### src/rtl/shift_sequencer_if.sv
// Request/response bundle between the CPU shift-class issue logic and the shift sequencer.
interface shift_sequencer_if;
   logic       start;
   logic [1:0] opcode;
   logic [7:0] amount;
   logic [7:0] data;
   logic [7:0] result;
   logic       busy;
   logic       done;

   modport master (output start, opcode, amount, data, input result, busy, done);
   modport slave  (input start, opcode, amount, data, output result, busy, done);
endinterface

### src/rtl/shift_sequencer.sv
// Multi-cycle SLL/SRL/SRA/ROR unit: splits an 8-bit shift amount into passes of at most MAX_STEP bits.
// busy stalls PC update while shifting; done is a one-cycle pulse with result held until the next accepted start.
module shift_sequencer #(
   parameter int WIDTH    = 8,
   parameter int MAX_STEP = 7
) (
   input  logic            clk,
   input  logic            rst,
   shift_sequencer_if.slave bus
);
   localparam logic [1:0] OP_SLL = 2'b00;
   localparam logic [1:0] OP_SRL = 2'b01;
   localparam logic [1:0] OP_SRA = 2'b10;

   typedef enum logic [1:0] {IDLE, SHIFT, FINISH} state_t;

   state_t           state;
   logic [WIDTH-1:0] work;
   logic [1:0]       op;
   logic             sign;
   logic [3:0]       rem;
   logic [WIDTH-1:0] result;
   logic             busy;
   logic             done;

   logic             accept;
   logic [3:0]       eff;
   logic [2:0]       step;
   logic [WIDTH-1:0] shifted;

   function automatic logic [WIDTH-1:0] step_op(input logic [WIDTH-1:0] x, input logic [1:0] o,
                                                input logic [2:0] s, input logic sgn);
      logic [WIDTH-1:0] ones;
      ones = '1;
      case (o)
         OP_SLL:  step_op = x << s;
         OP_SRL:  step_op = x >> s;
         // Fill comes from the latched sign, not the working value's top bit.
         OP_SRA:  step_op = (x >> s) | (sgn ? ~(ones >> s) : '0);
         default: step_op = (x >> s) | (x << (4'd8 - {1'b0, s}));
      endcase
   endfunction

   assign accept = bus.start && (state != SHIFT);

   always_comb begin
      eff = 4'd0;
      if (bus.opcode == 2'b11)
         eff = {1'b0, bus.amount[2:0]};
      else if (bus.amount >= 8'd8)
         eff = 4'd8;
      else
         eff = bus.amount[3:0];
   end

   assign step    = (rem > 4'(MAX_STEP)) ? 3'(MAX_STEP) : rem[2:0];
   assign shifted = step_op(work, op, step, sign);

   always_ff @(posedge clk or posedge rst) begin
      if (rst) begin
         state  <= IDLE;
         work   <= '0;
         op     <= 2'b00;
         sign   <= 1'b0;
         rem    <= 4'd0;
         result <= '0;
         busy   <= 1'b0;
         done   <= 1'b0;
      end else begin
         done <= 1'b0;
         case (state)
            SHIFT: begin
               work <= shifted;
               rem  <= rem - {1'b0, step};
               if (rem == {1'b0, step}) begin
                  result <= shifted;
                  state  <= FINISH;
                  busy   <= 1'b0;
                  done   <= 1'b1;
               end
            end
            default: begin
               busy <= 1'b0;
               if (accept) begin
                  work <= bus.data;
                  op   <= bus.opcode;
                  sign <= bus.data[WIDTH-1];
                  if (eff == 4'd0) begin
                     result <= bus.data;
                     state  <= FINISH;
                     done   <= 1'b1;
                  end else begin
                     rem   <= eff;
                     state <= SHIFT;
                     busy  <= 1'b1;
                  end
               end else begin
                  state <= IDLE;
               end
            end
         endcase
      end
   end

   assign bus.result = result;
   assign bus.busy   = busy;
   assign bus.done   = done;
endmodule

### src/flat_wrapper.sv
// flat-port wrapper written by rule: the top's interface ports become plain ports
module shift_sequencer_flat 
#(
   parameter int WIDTH    = 8,
   parameter int MAX_STEP = 7
)
  (clk, rst, bus_start, bus_opcode, bus_amount, bus_data, bus_result, bus_busy, bus_done);
  shift_sequencer_if bus_i ();
  input  logic clk;
  input  logic rst;
  input wire logic [$bits(bus_i.start)-1:0] bus_start;
  input wire logic [$bits(bus_i.opcode)-1:0] bus_opcode;
  input wire logic [$bits(bus_i.amount)-1:0] bus_amount;
  input wire logic [$bits(bus_i.data)-1:0] bus_data;
  output wire logic [$bits(bus_i.result)-1:0] bus_result;
  output wire logic [$bits(bus_i.busy)-1:0] bus_busy;
  output wire logic [$bits(bus_i.done)-1:0] bus_done;
  assign bus_i.start = bus_start;
  assign bus_i.opcode = bus_opcode;
  assign bus_i.amount = bus_amount;
  assign bus_i.data = bus_data;
  assign bus_result = bus_i.result;
  assign bus_busy = bus_i.busy;
  assign bus_done = bus_i.done;
  shift_sequencer #(.WIDTH(WIDTH), .MAX_STEP(MAX_STEP)) u_core (.clk(clk), .rst(rst), .bus(bus_i));
endmodule
### config.mk
export PLATFORM = sky130hd
export DESIGN_NAME = shift_sequencer_flat
export DESIGN_NICKNAME = d
export VERILOG_FILES = /design/src/rtl/shift_sequencer_if.sv /design/src/rtl/shift_sequencer.sv /design/src/flat_wrapper.sv
export SDC_FILE = /design/constraint.sdc
export NUM_CORES = 1
export LEC_CHECK = 0
export CORE_AREA = 2 2 78 80
export DETAILED_ROUTE_END_ITERATION = 6
export DIE_AREA = 0 0 80 82
export GPL_TIMING_DRIVEN = 0
export MAX_ROUTING_LAYER = met4
export PLACE_DENSITY = 0.64
export SETUP_SLACK_MARGIN = 0.02
export SYNTH_ARGS = -nofsm -noshare
export SYNTH_HDL_FRONTEND = slang
export SYNTH_SLANG_ARGS = --single-unit
### constraint.sdc
create_clock -name clk -period 1.9 [get_ports clk]
set_input_delay 0.475 -clock clk [delete_from_list [all_inputs] [get_ports clk]]
set_output_delay 0.475 -clock clk [all_outputs]
set_load 0.005 [all_outputs]
Yosys cells after proc, flatten, opt, wreduce, memory -nomap -nowiden
Index checks and enable logic that the tools add are counted.
- logic and storage cells: 62
- output and inout port bits: 10
- bits of input ports: 21
- register bits: 27
- reduce and logical (&&, ||, !) cells: 8
- $add $sub $neg: 2
- equal/unequal tests: 8
- multiplexer cells: 26
- shifts and indexed selects: 4
- bitwise operators: 4
- order comparisons: 2
- operators by type and width (kind ; count):
    8-bit two-way mux ; 7
    8-bit case mux with 3 select lines ; 1
    4-bit two-way mux ; 5
    8-bit bitwise OR ; 2
    8-bit by 4-bit greater-or-equal comparator with 1-bit output, second input constant ; 1
    1-bit two-way mux ; 8
    2-bit two-way mux ; 4
    8-bit NOT ; 1
    8-bit by 3-bit left shift with 8-bit output ; 1
    8-bit by 4-bit left shift with 8-bit output ; 1
    8-bit by 3-bit >> shifter with 8-bit output ; 1
    8-bit by 3-bit >> shifter with 8-bit output, first input constant ; 1
    2-bit by 1-bit equality test with 1-bit output, second input constant ; 2
    2-bit equality test, second input constant ; 2
    4-bit by 3-bit equality test with 1-bit output ; 1
    4-bit by 3-bit > comparator with 1-bit output, second input constant ; 1
    4-bit logical NOT ; 1
    2-bit by 1-bit inequality test with 1-bit output, second input constant ; 2
    2-bit AND reduction ; 2
    2-bit nonzero test ; 2
    4-bit by 3-bit subtractor with 4-bit output ; 1
    4-bit by 3-bit subtractor with 4-bit output, first input constant ; 1
    3-bit two-way mux ; 1
    3-bit AND reduction ; 1
    other kinds (4) ; 4

Depth between registers and ports, before layout
- depth in word-level cells: 9
- mapped depth: 11
- depth with buffers taken out: 10

Least setup slack after synthesis
No wires, ideal clock.
- path kind: reg-to-reg
- from: reg u_core.rem[3]
- to: reg u_core.result[6] (netlist: u_core.bus.result[6])
- clock period less this slack: 2.077 ns
- required time: 1.805 ns
- data arrival time: 1.981 ns
- setup time: 0.095 ns
- path buffers: 1
- path slack: -0.177 ns
- stages on the path, launching flop included: 10
- cell sequence: dfrtp_1 buf_6 nor2_4 ha_1 nand2b_1 a21oi_1 and2_1 o221a_2 nor4_2 o31ai_1
- longest elaborated chain between the ends: 9
- elaborated cells between the ends (all ways): 17
- those cells by class: 1 x add/sub; 1 x order compare; 2 x eq/ne; 4 x shift; 5 x mux; 3 x bitwise; 1 x reduce/logical
- RTL lines (what ; line ; text):
    from (decl) ; shift_sequencer.sv:21 ; logic [3:0] rem;
    from (signal assigned) ; shift_sequencer.sv:74 ; rem <= rem - {1'b0, step};
    parallel branches: the longest is 9 deep, another holds 4-bit by 3-bit > comparator with 1-bit output ; n/a ;
    to (signal assigned) ; shift_sequencer.sv:76 ; result <= shifted;
    to (signal assigned) ; shift_sequencer.sv:89 ; result <= bus.data;
    to (decl) ; shift_sequencer.sv:22 ; logic [WIDTH-1:0] result;
Several ways; the timed one is not identified. The select of a mux whose other input is x is not followed.
A chain may end at the register's enable or synchronous reset.

Final worst setup path
- from: reg u_core.rem[3]
- to: reg u_core.work[7]
- longest elaborated chain between the ends: 8
- elaborated cells between the ends (all ways): 13
- those cells by class: 1 x add/sub; 1 x order compare; 4 x shift; 4 x mux; 3 x bitwise
- RTL lines (what ; line ; text):
    4-bit by 3-bit > comparator with 1-bit output (*) ; shift_sequencer.sv:56 ; assign step = (rem > 4'(MAX_STEP)) ? 3'(MAX_STEP) : rem[2:0];
    3-bit two-way mux (*) ; shift_sequencer.sv:56 ;
    parallel branches: the longest is 4 deep, another holds 4-bit by 3-bit subtractor with 4-bit output ; n/a ;
    8-bit case mux with 3 select lines (*) ; shift_sequencer.sv:35 ; case (o)
    8-bit two-way mux (*) ; shift_sequencer.sv:71 ; case (state)
    to (signal assigned) ; shift_sequencer.sv:73 ; work <= shifted;
    to (signal assigned) ; shift_sequencer.sv:85 ; work <= bus.data;
    to (decl) ; shift_sequencer.sv:18 ; logic [WIDTH-1:0] work;
Mark *: on every way between the ends.

==> flow_metrics.env <==
export IMPL_slew_headroom_pct=30.9
export IMPL_p_int_mw=4.00
export IMPL_crit_path_start_kind="flop"
export IMPL_vdd_drop_max_mv=1.06
export IMPL_yosysTopAreaCellShare_pct=29.1
export IMPL_synth_compound_area_share_pct=28.1
export IMPL_rows=28
export IMPL_h_tree_depth=1
export IMPL_cts_root_buf="clkbuf_8"
export IMPL_cts_tree="built"
export IMPL_rsz0062_at_grt="true"
export IMPL_synth_xor_area_share_pct=0
export IMPL_tightestPinTransition_ns=1.03
export IMPL_drt_wl_total_um=8140
export IMPL_worstPathRequired_ns=2.05
export IMPL_violations="setup timing"
export IMPL_finalCoreUtilization_pct=59.5
export IMPL_hold_class="flop to flop"
export IMPL_maxCapViolations=0
export IMPL_wl_met1_um=3450
export IMPL_seq_power_share_pct=16.7
export IMPL_period_share_pct=112
export IMPL_initial_core_util_pct=38.9
export IMPL_drtPass1Iterations=5
export IMPL_fin_ws_ns=-0.227
export IMPL_antenna_found_initial=0
export IMPL_fmax_mhz=470
export IMPL_grt_pass1_vias=2279
export IMPL_grt_pass1_wl_um=12300
export IMPL_dp_hpwl_um=5260
export IMPL_timing_final_hold_violations=0
export IMPL_io_buffers=29
export IMPL_core_mm2=0.00575
export IMPL_ant_nets=0
export IMPL_cts_buffers_inserted=3
export IMPL_yosys_cell_count_top_type="nand2_1"
export IMPL_ys_ff_latch=26
export IMPL_synth_top_family_by_area="compound AO/OA/AOI/OAI gates"
export IMPL_yosys_area_top_type="dfrtp_1"
export IMPL_io_pins=31
export IMPL_synth_simple_area_share_pct=23.3
export IMPL_highest_layer="met4"
export IMPL_met3_length_um=601
export IMPL_leakage_nw=1.40
export IMPL_ys_types=57
export IMPL_die_area_mm2=0.00656
export IMPL_gp_congestion=0.980
export IMPL_wl_met2_um=3930
export IMPL_setup_viol_count_final=14
export IMPL_dr_total_vias=2517
export IMPL_syn_area_per_cell_um2=8.32
export IMPL_share_comb_of_total_power_pct=77.1
export IMPL_synth_warnings=0
export IMPL_grt_util_all_layers_pct=25.2
export IMPL_fin_hold_ws_ns=0.495
export IMPL_fin_crit_ns=2.13
export IMPL_syn_inst=269
export IMPL_crit_type="flop to flop"
export IMPL_drive_gt1_share_pct=37.3
export IMPL_synth_edf_count=0
export IMPL_yosysSeqAreaShare_pct=29.1
export IMPL_skew_ns=0.00300
export IMPL_synth_async_reset_ratio_pct=100
export IMPL_vias_per_cell=6.21
export IMPL_netlist_area_mm2=0.00224
export IMPL_synthTopCellsByCount="nand2_1, nor2_1, dfrtp_1, a21oi_1"
export IMPL_fin_nets=356
export IMPL_clock_path_buffers=2
export IMPL_sw_frac_of_total_pct=47.7
export IMPL_cts_num_sinks=26
export IMPL_p_clk_share_pct=6.3
export IMPL_end_kind="flop"
export IMPL_grt_ovfl_total=0
export IMPL_grt_start_max_net_pins=27
export IMPL_outcome="complete, but fails checks"
export IMPL_fp_dieW_um=80
export IMPL_syn_nets=294
export IMPL_muxShareOfSynthArea_pct=10.5
export IMPL_synth_flop_cell="dfrtp_1"
export IMPL_switching_power_mw=3.65
export IMPL_drt_initial_drc_count=285
export IMPL_clk_pin_slew_ns=0.10
export IMPL_worst_endpoint_arrival_ns=2.28
export IMPL_clk_latency_ns=0.28
export IMPL_power_density_mw_per_mm2=2240
export IMPL_wl_per_cell_um=20.1
export IMPL_die_h_um=82
export IMPL_synth_adder_area_share_pct=2.24
export IMPL_place_ws_ns=-0.361
export IMPL_areaGrowthSynthToFinish_pct=52.8
export IMPL_synth_area_leaders="dfrtp_1, nand2_1, mux2i_1"
export IMPL_drc=0
export IMPL_slew_violations=0
export IMPL_fillers=501
export IMPL_antenna_cells=0
export IMPL_crit_path_max_fanout=3
## sequential cells by signal (all words and copies together) (netlist names)
register / flops
u_core.bus.busy: 1
u_core.bus.done: 1
u_core.bus.result: 8
u_core.op: 2
u_core.rem: 4
u_core.sign: 1
u_core.state: 1
u_core.work: 8
## kinds of logic (layout without fill, tap and decap cells)
family                     after synthesis  in the layout
DFF                                     26             26
adders and majority gates                4              4
muxes                                   19             19
AOI/OAI and AO/OA                       88             88
buffers and inverters                   30             91
and+or+nand+nor                        102            102
## worst max-delay path, stage by stage (launching register included)
cell and delay, ns:
dfrtp_2 0.45, buf_12 0.13, nor2_8 0.11, buf_12 0.13, inv_6 0.04, ha_4 0.26, mux4_2 0.31, a221oi_2 0.22
nand3_1 0.16, a21boi_2 0.19
## power by group through the flow
stage / Combinational, mW / Clock (mW) / Sequential (mW)
2_1_floorplan: 2.93 / 0 / 1.07
3_3_place_gp: 4.02 / 0 / 1.18
3_5_place_dp: 3.99 / 0 / 1.18
4_1_cts: 4.68 / 0.488 / 1.20
5_1_grt: 6.29 / 0.515 / 1.29
6_report: 5.89 / 0.479 / 1.27
## worst paths after layout
check	cells after the start	endpoint	startpoint	slack (ns)
setup / recovery	9	u_core.work[7]	u_core.rem[3]	-0.23
hold / removal	2	u_core.bus.result[6]	u_core.bus.result[6]	0.50
setup reg to reg	9	u_core.work[7]	u_core.rem[3]	-0.23
hold reg to reg	2	u_core.bus.result[6]	u_core.bus.result[6]	0.50
max in group asynchronous	2	u_core.rem[1]	rst	0.47
min in group asynchronous	2	u_core.bus.done	rst	0.74
## routing by layer
metal / global-route usage, % / up-vias
met4: 8.98 / 0
met2: 38.3 / 128
met3: 2.97 / 20
met1: 34.9 / 1244
met5: - / -
li1: - / 1125
## metrics by stage
stage / TNS (ns) / instances / power [mW] / area, um^2
2_1_floorplan: -0.133 / 269 / 4.00 / 2300
3_3_place_gp: -4.92 / 373 / 5.20 / 2690
3_5_place_dp: -5.08 / 373 / 5.17 / 2690
4_1_cts: -1.93 / 392 / 6.37 / 3010
5_1_grt: -2.58 / 405 / 8.09 / 3420
6_report: -1.57 / 405 / 7.65 / 3420
## layout make-up
type	count	area, um^2	area share, %
tap	75	93.8	2.75
timing repair buffer	60	619	18.1
multi-input combinational	213	1780	52.2
inverter	13	63.8	1.87
sequential	26	653	19.1
clock buffer	3	41.3	1.21
clock inverter	1	30.0	0.878
buffer	14	133	3.88
## what timing repair did
action,CTS,global route
resized for setup,31,60
gates cloned,1,0
setup buffers,15,15
pin swaps,13,27
endpoints found under the setup margin,19,19
hold buffers,0,0
## cell usage in the layout, fill, tap and decap left out, drive strengths merged, types with 2 or more instances in the layout
cell type and instances:
nand2 31, dfrtp 26, a21oi 21, mux4 3, o22ai 3, o21a 2
o31ai 6, and2 2, a22o 6, mux2i 11, a31oi 6, nand2b 9
mux2 5, nor4 2, nand3 8, a21boi 2, o221ai 5, inv 13
o32ai 2, buf 41, nor3 5, clkdlybuf4s50 29, a22oi 3, ha 4
and3 5, a221o 2, o21ai 12, clkbuf 7, nor2b 5, nand3b 2
nor2 32, o211ai 2, a211oi 3, a32oi 2
(Power assumes the default switching activity.)
